[config.mk]
export PLATFORM = sky130hd
export DESIGN_NAME = nw_row_sched
export DESIGN_NICKNAME = d
export VERILOG_FILES = /design/src/rtl/nw_pkg.sv /design/src/rtl/nw_cell.sv /design/src/rtl/nw_row_sched.sv
export SDC_FILE = /design/constraint.sdc
export NUM_CORES = 2
export LEC_CHECK = 0
export CAP_MARGIN = 10
export CELL_PAD_IN_SITES_DETAIL_PLACEMENT = 0
export CELL_PAD_IN_SITES_GLOBAL_PLACEMENT = 2
export CORE_ASPECT_RATIO = 0.5
export CORE_MARGIN = 4
export CORE_UTILIZATION = 35
export DETAILED_ROUTE_END_ITERATION = 10
export HOLD_SLACK_MARGIN = 0.02
export PLACE_DENSITY = 0.77
export SLEW_MARGIN = 20
export SYNTH_ARGS = -nofsm -noshare
export SYNTH_HDL_FRONTEND = slang
export SYNTH_SLANG_ARGS = --single-unit
[constraint.sdc]
create_clock -name clock -period 65.7 [get_ports clock]
set_clock_uncertainty 0.05 [all_clocks]
set_input_delay 9.855 -clock clock [delete_from_list [all_inputs] [get_ports clock]]
set_output_delay 9.855 -clock clock [all_outputs]
set_load 0.005 [all_outputs]
[src/rtl/nw_pkg.sv]
// nw_pkg: definitions shared by the Needleman-Wunsch blocks.
//   - FSM state encodings for the row scheduler
//   - default scoring weights
//   - nw_abs(): magnitude helper for signed weights
package nw_pkg;

    localparam logic [1:0] ST_IDLE = 2'd0;
    localparam logic [1:0] ST_RUN  = 2'd1;
    localparam logic [1:0] ST_DONE = 2'd2;

    localparam int NW_MATCH    = 1;
    localparam int NW_INDEL    = -1;
    localparam int NW_MISMATCH = -1;

    function automatic int nw_abs(input int v);
        return (v < 32'sd0) ? -v : v;
    endfunction

endpackage

[src/rtl/nw_cell.sv]
// nw_cell: one Needleman-Wunsch DP cell (purely combinational).
//   top, left, diag : neighbouring scores (signed SWIDTH)
//   c1, c2          : the two characters compared at this cell
//   val             : max(top+INDEL, left+INDEL, diag+(c1==c2 ? MATCH : MISMATCH))
// All sums wrap in SWIDTH-bit two's complement.
module nw_cell
    import nw_pkg::*;
#(
    parameter int CWIDTH   = 2,
    parameter int SWIDTH   = 16,
    parameter int MATCH    = NW_MATCH,
    parameter int INDEL    = NW_INDEL,
    parameter int MISMATCH = NW_MISMATCH
) (
    input  logic signed [SWIDTH-1:0] top,
    input  logic signed [SWIDTH-1:0] left,
    input  logic signed [SWIDTH-1:0] diag,
    input  logic        [CWIDTH-1:0] c1,
    input  logic        [CWIDTH-1:0] c2,
    output logic signed [SWIDTH-1:0] val
);

    localparam logic signed [SWIDTH-1:0] MATCH_W    = SWIDTH'(MATCH);
    localparam logic signed [SWIDTH-1:0] INDEL_W    = SWIDTH'(INDEL);
    localparam logic signed [SWIDTH-1:0] MISMATCH_W = SWIDTH'(MISMATCH);

    logic signed [SWIDTH-1:0] up_s;
    logic signed [SWIDTH-1:0] lf_s;
    logic signed [SWIDTH-1:0] dg_s;
    logic signed [SWIDTH-1:0] m1_s;

    // three candidate scores and their signed maximum
    always_comb begin
        up_s = top + INDEL_W;
        lf_s = left + INDEL_W;
        dg_s = diag + ((c1 == c2) ? MATCH_W : MISMATCH_W);
        m1_s = (lf_s > up_s) ? lf_s : up_s;
        val  = (dg_s > m1_s) ? dg_s : m1_s;
    end

endmodule

[src/rtl/nw_row_sched.sv]
// nw_row_sched: Needleman-Wunsch global alignment score, one DP row per cycle.
//   clock, reset          : rising-edge clock, synchronous active-high reset
//   in_valid/in_ready, s1, s2 : job input handshake; strings packed char 1 in the MSBs
//   out_valid/out_ready, score : result handshake; score held while out_valid
//   busy                  : high while a job is running or waiting to be taken
// A job is accepted in IDLE, swept through LENGTH RUN cycles (row i = 1..LENGTH,
// each row a combinational chain of LENGTH nw_cell instances), then held in DONE.
module nw_row_sched
    import nw_pkg::*;
#(
    parameter int LENGTH   = 10,
    parameter int CWIDTH   = 2,
    parameter int SWIDTH   = 16,
    parameter int MATCH    = NW_MATCH,
    parameter int INDEL    = NW_INDEL,
    parameter int MISMATCH = NW_MISMATCH
) (
    input  logic                       clock,
    input  logic                       reset,
    input  logic                       in_valid,
    output logic                       in_ready,
    input  logic [LENGTH*CWIDTH-1:0]   s1,
    input  logic [LENGTH*CWIDTH-1:0]   s2,
    output logic                       out_valid,
    input  logic                       out_ready,
    output logic signed [SWIDTH-1:0]   score,
    output logic                       busy
);

    localparam int CNTW = $clog2(LENGTH + 1);
    localparam logic signed [SWIDTH-1:0] INDEL_W = SWIDTH'(INDEL);

    logic [1:0]                 state_q, state_d;
    logic [CNTW-1:0]            cnt_q, cnt_d;
    logic [LENGTH*CWIDTH-1:0]   s1_q, s1_d;
    logic [LENGTH*CWIDTH-1:0]   s2_q, s2_d;
    logic signed [SWIDTH-1:0]   r_q [LENGTH];
    logic signed [SWIDTH-1:0]   r_d [LENGTH];
    logic signed [SWIDTH-1:0]   new_row_s [LENGTH];
    logic signed [SWIDTH-1:0]   cnt_ext_s;
    logic signed [SWIDTH-1:0]   left0_s;
    logic signed [SWIDTH-1:0]   diag0_s;
    logic [CWIDTH-1:0]          c1_s;

    // column-0 boundary of the current row: left = i*INDEL, top-left = (i-1)*INDEL
    always_comb begin
        cnt_ext_s = SWIDTH'(cnt_q);
        left0_s   = cnt_ext_s * INDEL_W;
        diag0_s   = left0_s - INDEL_W;
    end

    // select character s1[i] for the row being computed (i is 1-based)
    always_comb begin
        c1_s = {CWIDTH{1'b0}};
        for (int k = 0; k < LENGTH; k++) begin
            c1_s = (cnt_q == CNTW'(k + 1)) ? s1_q[CWIDTH*(LENGTH-1-k) +: CWIDTH] : c1_s;
        end
    end

    // one cell per column; each cell's own output signal keeps the left-to-right chain acyclic
    for (genvar j = 0; j < LENGTH; j++) begin : g_cell
        logic signed [SWIDTH-1:0] left_s;
        logic signed [SWIDTH-1:0] diag_s;
        logic signed [SWIDTH-1:0] val_s;

        if (j == 0) begin : g_first
            assign left_s = left0_s;
            assign diag_s = diag0_s;
        end else begin : g_rest
            assign left_s = g_cell[j-1].val_s;
            assign diag_s = r_q[j-1];
        end

        nw_cell #(
            .CWIDTH   (CWIDTH),
            .SWIDTH   (SWIDTH),
            .MATCH    (MATCH),
            .INDEL    (INDEL),
            .MISMATCH (MISMATCH)
        ) u_cell (
            .top  (r_q[j]),
            .left (left_s),
            .diag (diag_s),
            .c1   (c1_s),
            .c2   (s2_q[CWIDTH*(LENGTH-1-j) +: CWIDTH]),
            .val  (val_s)
        );

        assign new_row_s[j] = val_s;
    end

    // FSM, row counter, string latch and row register next-state
    always_comb begin
        state_d = state_q;
        cnt_d   = cnt_q;
        s1_d    = s1_q;
        s2_d    = s2_q;
        r_d     = r_q;
        case (state_q)
            ST_IDLE: begin
                if (in_valid) begin
                    s1_d    = s1;
                    s2_d    = s2;
                    cnt_d   = CNTW'(1);
                    state_d = ST_RUN;
                    for (int j = 0; j < LENGTH; j++) begin
                        r_d[j] = SWIDTH'(-(j + 1) * nw_abs(INDEL));
                    end
                end else begin
                    state_d = ST_IDLE;
                end
            end
            ST_RUN: begin
                r_d = new_row_s;
                if (cnt_q == CNTW'(LENGTH)) begin
                    state_d = ST_DONE;
                end else begin
                    cnt_d = cnt_q + CNTW'(1);
                end
            end
            ST_DONE: begin
                if (out_ready) begin
                    state_d = ST_IDLE;
                end else begin
                    state_d = ST_DONE;
                end
            end
            default: begin
                state_d = ST_IDLE;
            end
        endcase
    end

    // state registers with synchronous reset
    always_ff @(posedge clock) begin
        if (reset) begin
            state_q <= ST_IDLE;
            cnt_q   <= {CNTW{1'b0}};
            s1_q    <= {(LENGTH*CWIDTH){1'b0}};
            s2_q    <= {(LENGTH*CWIDTH){1'b0}};
            for (int j = 0; j < LENGTH; j++) begin
                r_q[j] <= {SWIDTH{1'b0}};
            end
        end else begin
            state_q <= state_d;
            cnt_q   <= cnt_d;
            s1_q    <= s1_d;
            s2_q    <= s2_d;
            r_q     <= r_d;
        end
    end

    assign in_ready  = (state_q == ST_IDLE);
    assign out_valid = (state_q == ST_DONE);
    assign busy      = (state_q != ST_IDLE);
    assign score     = r_q[LENGTH-1];

endmodule

# Yosys cells after proc, flatten, opt, wreduce, memory -nomap -nowiden
# Index checks and enable logic that the tools add are counted.
[totals]
ff_bits = 206
in_bits = 44
out_inout_bits = 19
elab_cells = 147
[op_classes]
addsub = 33
n_lt_le_gt_ge = 20
n_eq_ne = 25
mux = 49
n_reduce_logical = 6
[op_table]
columns = ["operator", "count"]
rows = [
  ["$mux W16", 30],
  ["$add A16 B1 Y16 const B", 20],
  ["$gt A16 B16 Y1", 20],
  ["$pmux W160 S2", 1],
  ["$add A16 B16 Y16", 10],
  ["$mux W160", 1],
  ["$mux W2", 12],
  ["$eq A2 B2 Y1", 10],
  ["$eq A4 B3 Y1 const B", 4],
  ["$neg A4 Y16", 1],
  ["$sub A16 B1 Y16 const B", 1],
  ["$eq A4 B4 Y1 const B", 3],
  ["$eq A4 B2 Y1 const B", 2],
  ["$mux W4", 2],
  ["$pmux W4 S2", 1],
  ["$ne A2 B2 Y1 const B", 3],
  ["$pmux W2 S3", 1],
  ["$add A4 B1 Y4 const B", 1],
  ["$eq A4 B1 Y1 const B", 1],
  ["$reduce_and A2 Y1", 2],
  ["$reduce_bool A2 Y1", 2],
  ["$reduce_and A3 Y1", 1],
  ["$eq A2 B1 Y1 const B", 1],
  ["$eq A2 B2 Y1 const B", 1],
  ["2 further kinds", 2],
]

# Depth between registers and ports, before layout
[logic_depth]
ltp_word = 62
mapped_depth = 365
mapped_depth_nobuf = 317

# By module
# From an unflattened synthesis, not the netlist that was laid out.
[hier_totals]
cells_unflattened = 4056
hier_area_um2 = 31596.6
[by_module_without_submodules]
columns = ["module", "n_inst", "cells_each", "area_each_um2", "seq_area_each_um2"]
rows = [
  ["nw_cell (g_cell[0].u_cell ...)", 7, 309, 2409.8, 0.0],
  ["nw_row_sched", 1, 967, 7529.7, 4124.0],
  ["nw_cell (g_cell[8].u_cell)", 1, 308, 2412.3, 0.0],
  ["nw_cell (g_cell[9].u_cell)", 1, 303, 2404.8, 0.0],
  ["nw_cell (g_cell[2].u_cell)", 1, 315, 2381.0, 0.0],
]

# Worst setup path after synthesis
# No wires, ideal clock.
[synth_timing]
path_type = "reg-to-reg"
from = "reg cnt_q[0]"
to = "reg r_q, in the netlist score[0]"
setup_ps = 127
arrival_ps = 61969
t_required_ps = 65523
slack_ps = 3554
path_stages_with_launch = 329
path_buffers = 51
synth_period_minus_slack_ps = 62146
path_cell_list = "dfxtp_1 > clkbuf_1 > inv_1 > ha_1 > buf_2 > nand3b_1 > a221oi_2 > nor2_1 > a21o_1 > nor3_4 > inv_2 > xnor2_1 > ha_1 > inv_1 > fa_1 > nor3_1 > nand2_1 > nor4_1 > (+293 left out) > ha_1 > nor2b_1 > o21a_1 > o21ai_0 > nand2b_1 > a21oi_1 > nor2b_1 > o21ai_0 > nand2b_1 > a21oi_1 > o21ai_0 > a2111oi_0 > a211o_1 > clkbuf_1 > nor2_1 > a21oi_1 > o22ai_1 > nor2b_1"
[synth_between]
elab_chain_len = 62
word_cells_on_any_way = 103
cone_classes = "22 x add/sub; 20 x order compare; 20 x eq/ne; 41 x mux"
[synth_lines]
columns = ["element", "line", "rtl"]
rows = [
  ["start: declaration", "nw_row_sched.sv:34", "logic [CNTW-1:0] cnt_q, cnt_d;"],
  ["start signal: assignment", "nw_row_sched.sv:138", "cnt_q <= {CNTW{1'b0}};"],
  ["start signal: assignment", "nw_row_sched.sv:146", "cnt_q <= cnt_d;"],
  ["$eq A4 B1 Y1", "nw_row_sched.sv:56", "c1_s = (cnt_q == CNTW'(k + 1)) ? s1_q[CWIDTH*(LENGTH-1-k) +: CWIDTH] : c1_s;"],
  ["$mux W2 (10 in series)", "nw_row_sched.sv:56", ""],
  ["$eq A2 B2 Y1", "nw_cell.sv:36", "dg_s = diag + ((c1 == c2) ? MATCH_W : MISMATCH_W);"],
  ["$mux W16", "nw_cell.sv:36", ""],
  ["$add A16 B16 Y16", "nw_cell.sv:36", ""],
  ["$gt A16 B16 Y1", "nw_cell.sv:38", "val = (dg_s > m1_s) ? dg_s : m1_s;"],
  ["$mux W16", "nw_cell.sv:38", ""],
  ["$add A16 B1 Y16", "nw_cell.sv:35", "lf_s = left + INDEL_W;"],
  ["(+37 left out)", "--", ""],
  ["$gt A16 B16 Y1", "nw_cell.sv:38", ""],
  ["$mux W16", "nw_cell.sv:38", ""],
  ["$add A16 B1 Y16", "nw_cell.sv:35", ""],
  ["$gt A16 B16 Y1", "nw_cell.sv:37", "m1_s = (lf_s > up_s) ? lf_s : up_s;"],
  ["$mux W16", "nw_cell.sv:37", ""],
  ["$gt A16 B16 Y1", "nw_cell.sv:38", ""],
  ["$mux W16 *", "nw_cell.sv:38", ""],
  ["$pmux W160 S2 *", "nw_row_sched.sv:99", "case (state_q)"],
  ["end signal: indexed assignment", "nw_row_sched.sv:142", "r_q[j] <= {SWIDTH{1'b0}};"],
  ["end signal: assignment", "nw_row_sched.sv:149", "r_q <= r_d;"],
  ["end: declaration", "nw_row_sched.sv:37", "logic signed [SWIDTH-1:0] r_q [LENGTH];"],
]
# Every way passes the cells marked *; elsewhere a longest branch is shown, timed or not.
# A chain may end at the register's enable or synchronous reset.

# Final worst setup path
[layout_timing]
from = "reg cnt_q[1]"
to = "reg r_q, in the netlist score[12]"
# The elaborated chain is that of the path after synthesis.

==> flow_metrics.tcl <==
set metrics [dict create \
    fin_area_sq_um 37300 \
    dieArea_sq_um 103000 \
    drt_wl_total_mm 125 \
    routedWlPerCell_um 21.3 \
    io_pins 63 \
    synth-adder-area-share_pct 17.8 \
    synthArstFlopShare_pct 0 \
    clock-sinks 206 \
    synth-compound-area-share_pct 25.1 \
    yosys_register_bits 206 \
    insertion_delay_ps 640 \
    firstDrtPassIters 5 \
    required_ps 66090 \
    instances_no_fill 5873 \
    finalCritPeriodShare_pct 92.7 \
    grt_pass1_wl_mm 194 \
    crit_arrival_ps 61320 \
    slew_headroom_pct 9.60 \
    path_max_fanout 29 \
    synth-simple-area-share_pct 25.7 \
    fin_hold_ws_ps 416 \
    grtUsageTotal_pct 23.4 \
    area_growth_pct 9.79 \
    timing.fmax_ghz 0.0164 \
    fp-row-count 80 \
    ys.flop_type "dfxtp_1" \
    setup_viol 0 \
    antenna_found_initial 0 \
    netlist.area_leader.share_pct 17.1 \
    slew_viol_final 0 \
    hold_path.class "reg2reg" \
    timing_hold_violations_final 0 \
    synthTopCellsByArea "ha_1, dfxtp_1, xnor2_1, a21oi_1, nand2_1" \
    worstMarginPinSlew_ps 1340 \
    yosysSeqAreaShare_pct 12.1 \
    grt_pass1_vias 32600 \
    numCtsBuffers 26 \
    core_sq_um 95900 \
    synth_top_family_by_area "simple AND/OR/NAND/NOR gates" \
    die_w_um 449 \
    synth_fp_nets 5114 \
    dp.cells 5796 \
    drt_iter0_markers 2217 \
    placed_area_sq_um 35800 \
    final_antenna_net_count 0 \
    crit_slowest_cell "nor3_1" \
    cts_tree "done" \
    dp_hpwl_mm 99.4 \
    maxCapViolCount 0 \
    path_class "reg2reg" \
    cpMostUsedCell "a21oi_1" \
    drive_gt1_share_pct 8.32 \
    port_buffers 62 \
    synth.avg_cell_area_sq_um 7.40 \
    synth_warnings 0 \
    slowest_delay_ps 710 \
    vias 33900 \
    die_h_um 228 \
    grt_max_degree 229 \
    final_util_pct 38.9 \
    cp-end-kind "flop" \
    cts.clk_slew.worst_paths_ps 70 \
    cts_root_buffer "clkbuf_16" \
    start_util_pct 35.5 \
    status "complete, no violations" \
    hold_buffers 0 \
    netlist_instances 4595 \
    clockBufferDepth 3 \
    synth_cell_types 134 \
    overflow 0 \
    synthXorXnorAreaFrac_pct 11.3 \
    min_period_ps 60930 \
    htreeDepth 1 \
    drc 0 \
    startpoint_type "flop" \
    synthMuxAreaShare_pct 2.52 \
    synth_edf_count 0 \
    netlist_area_sq_um 34000 \
    viasPerCell 5.78 \
    fin_nets 5100 \
    place_congestion 0.913 \
    netlist.top_cell.by_area "ha_1" \
]
==> repair_timing <==
item,in CTS,in global routing
hold endpoints to repair,0,0
resized for setup,5,89
buffers inserted,0,25
setup endpoints to repair,16,32
pin swaps,0,8
gates cloned,0,3
==> cells in the final DEF, fill, tap and decap left out, types with 76 or more instances in the layout <==
cell type  count
buf_4         89
nand4_1       76
a21oi_1      322
xor2_1       130
nand2_1      417
dfxtp_1      204
a21o_1        90
o21bai_1      86
inv_1        231
nand3_1      101
xnor2_1      301
nor3_1       288
ha_1         454
o21ai_0      162
nor2_1       347
a211oi_1     118
==> stage by stage <==
| stage | TNS (ps) | setup WS (ps) |
|---|---|---|
| global placement | 0 | 279 |
| detailed placement | -12430 | -981 |
| finish | 0 | 4770 |
| floorplan | 0 | 3550 |
| global route | -414 | -108 |
| CTS | 0 | 68.0 |
==> kinds of logic (layout without fill, tap and decap cells) <==
family          count (synthesis)  after routing
simple gates                 1721           1722
compound gates               1237           1239
fa+ha+maj                     479            479
buf+inv                       436            439
xor+xnor                      435            435
flops                         206            206
mux                            81             81
other cells                     0              1
==> area by class of cell <==
cell class | count | area, sq um
clock inverter | 15 | 144
timing repair buffer | 155 | 1350
sequential | 206 | 4130
inverter | 236 | 892
tap | 1271 | 1590
clock buffer | 33 | 717
fill | 10000 | 58500
antenna | 1 | 2.50
multi-input combinational | 3956 | 28500
==> Yosys cell counts (103+ instances only) <==
| cell type | number |
|---|---|
| ha_1 | 465 |
| a211oi_1 | 120 |
| dfxtp_1 | 206 |
| nor3_1 | 294 |
| xor2_1 | 130 |
| clkbuf_1 | 134 |
| nor2_1 | 349 |
| inv_1 | 232 |
| a21oi_1 | 327 |
| o21ai_0 | 165 |
| nand3_1 | 103 |
| nand2_1 | 420 |
| xnor2_1 | 301 |
==> worst max-delay path: cells and delay by family, from the launching register on <==
| kind | cells | cell delay (ps) |
|---|---|---|
| compound gates | 110 | 22850 |
| fa+ha+maj | 28 | 8460 |
| xor+xnor | 6 | 1470 |
| flops | 1 | 430 |
| buf+inv | 19 | 3290 |
| mux | 6 | 1620 |
| simple gates | 114 | 22390 |
==> per-layer routing <==
| metal | vias up | GRT usage, % | part of all wire, % |
|---|---|---|---|
| met4 | 0 | 5.02 | 2.3 |
| met5 | - | 0 | 0 |
| met2 | 702 | 38.2 | 45 |
| met3 | 147 | 2.66 | 4.0 |
| met1 | 16200 | 33.1 | 49 |
| li1 | 16900 | - | - |
==> flip-flops by register name, summed over array words and instances (netlist names) <==
signal and flops:
g_cell.diag_s 144, s1_q 20, s2_q 20, score 16, cnt_q 4, state_q 2
==> path summary, 6_finish.rpt <==
kind                            end  cells past startpoint             startpoint  slack [ps]
max reg2reg  score[12]$_SDFFE_PP0P_                    283  cnt_q[1]$_SDFFE_PP0P_        4770
min reg2reg    s2_q[7]$_SDFFE_PP0P_                      2   s2_q[7]$_SDFFE_PP0P_         420
max          score[12]$_SDFFE_PP0P_                    283  cnt_q[1]$_SDFFE_PP0P_        4770
min            s2_q[7]$_SDFFE_PP0P_                      2   s2_q[7]$_SDFFE_PP0P_         420
Power is not shown: default switching activity piles up to over one toggle a cycle in this logic, so the estimate is an artifact.
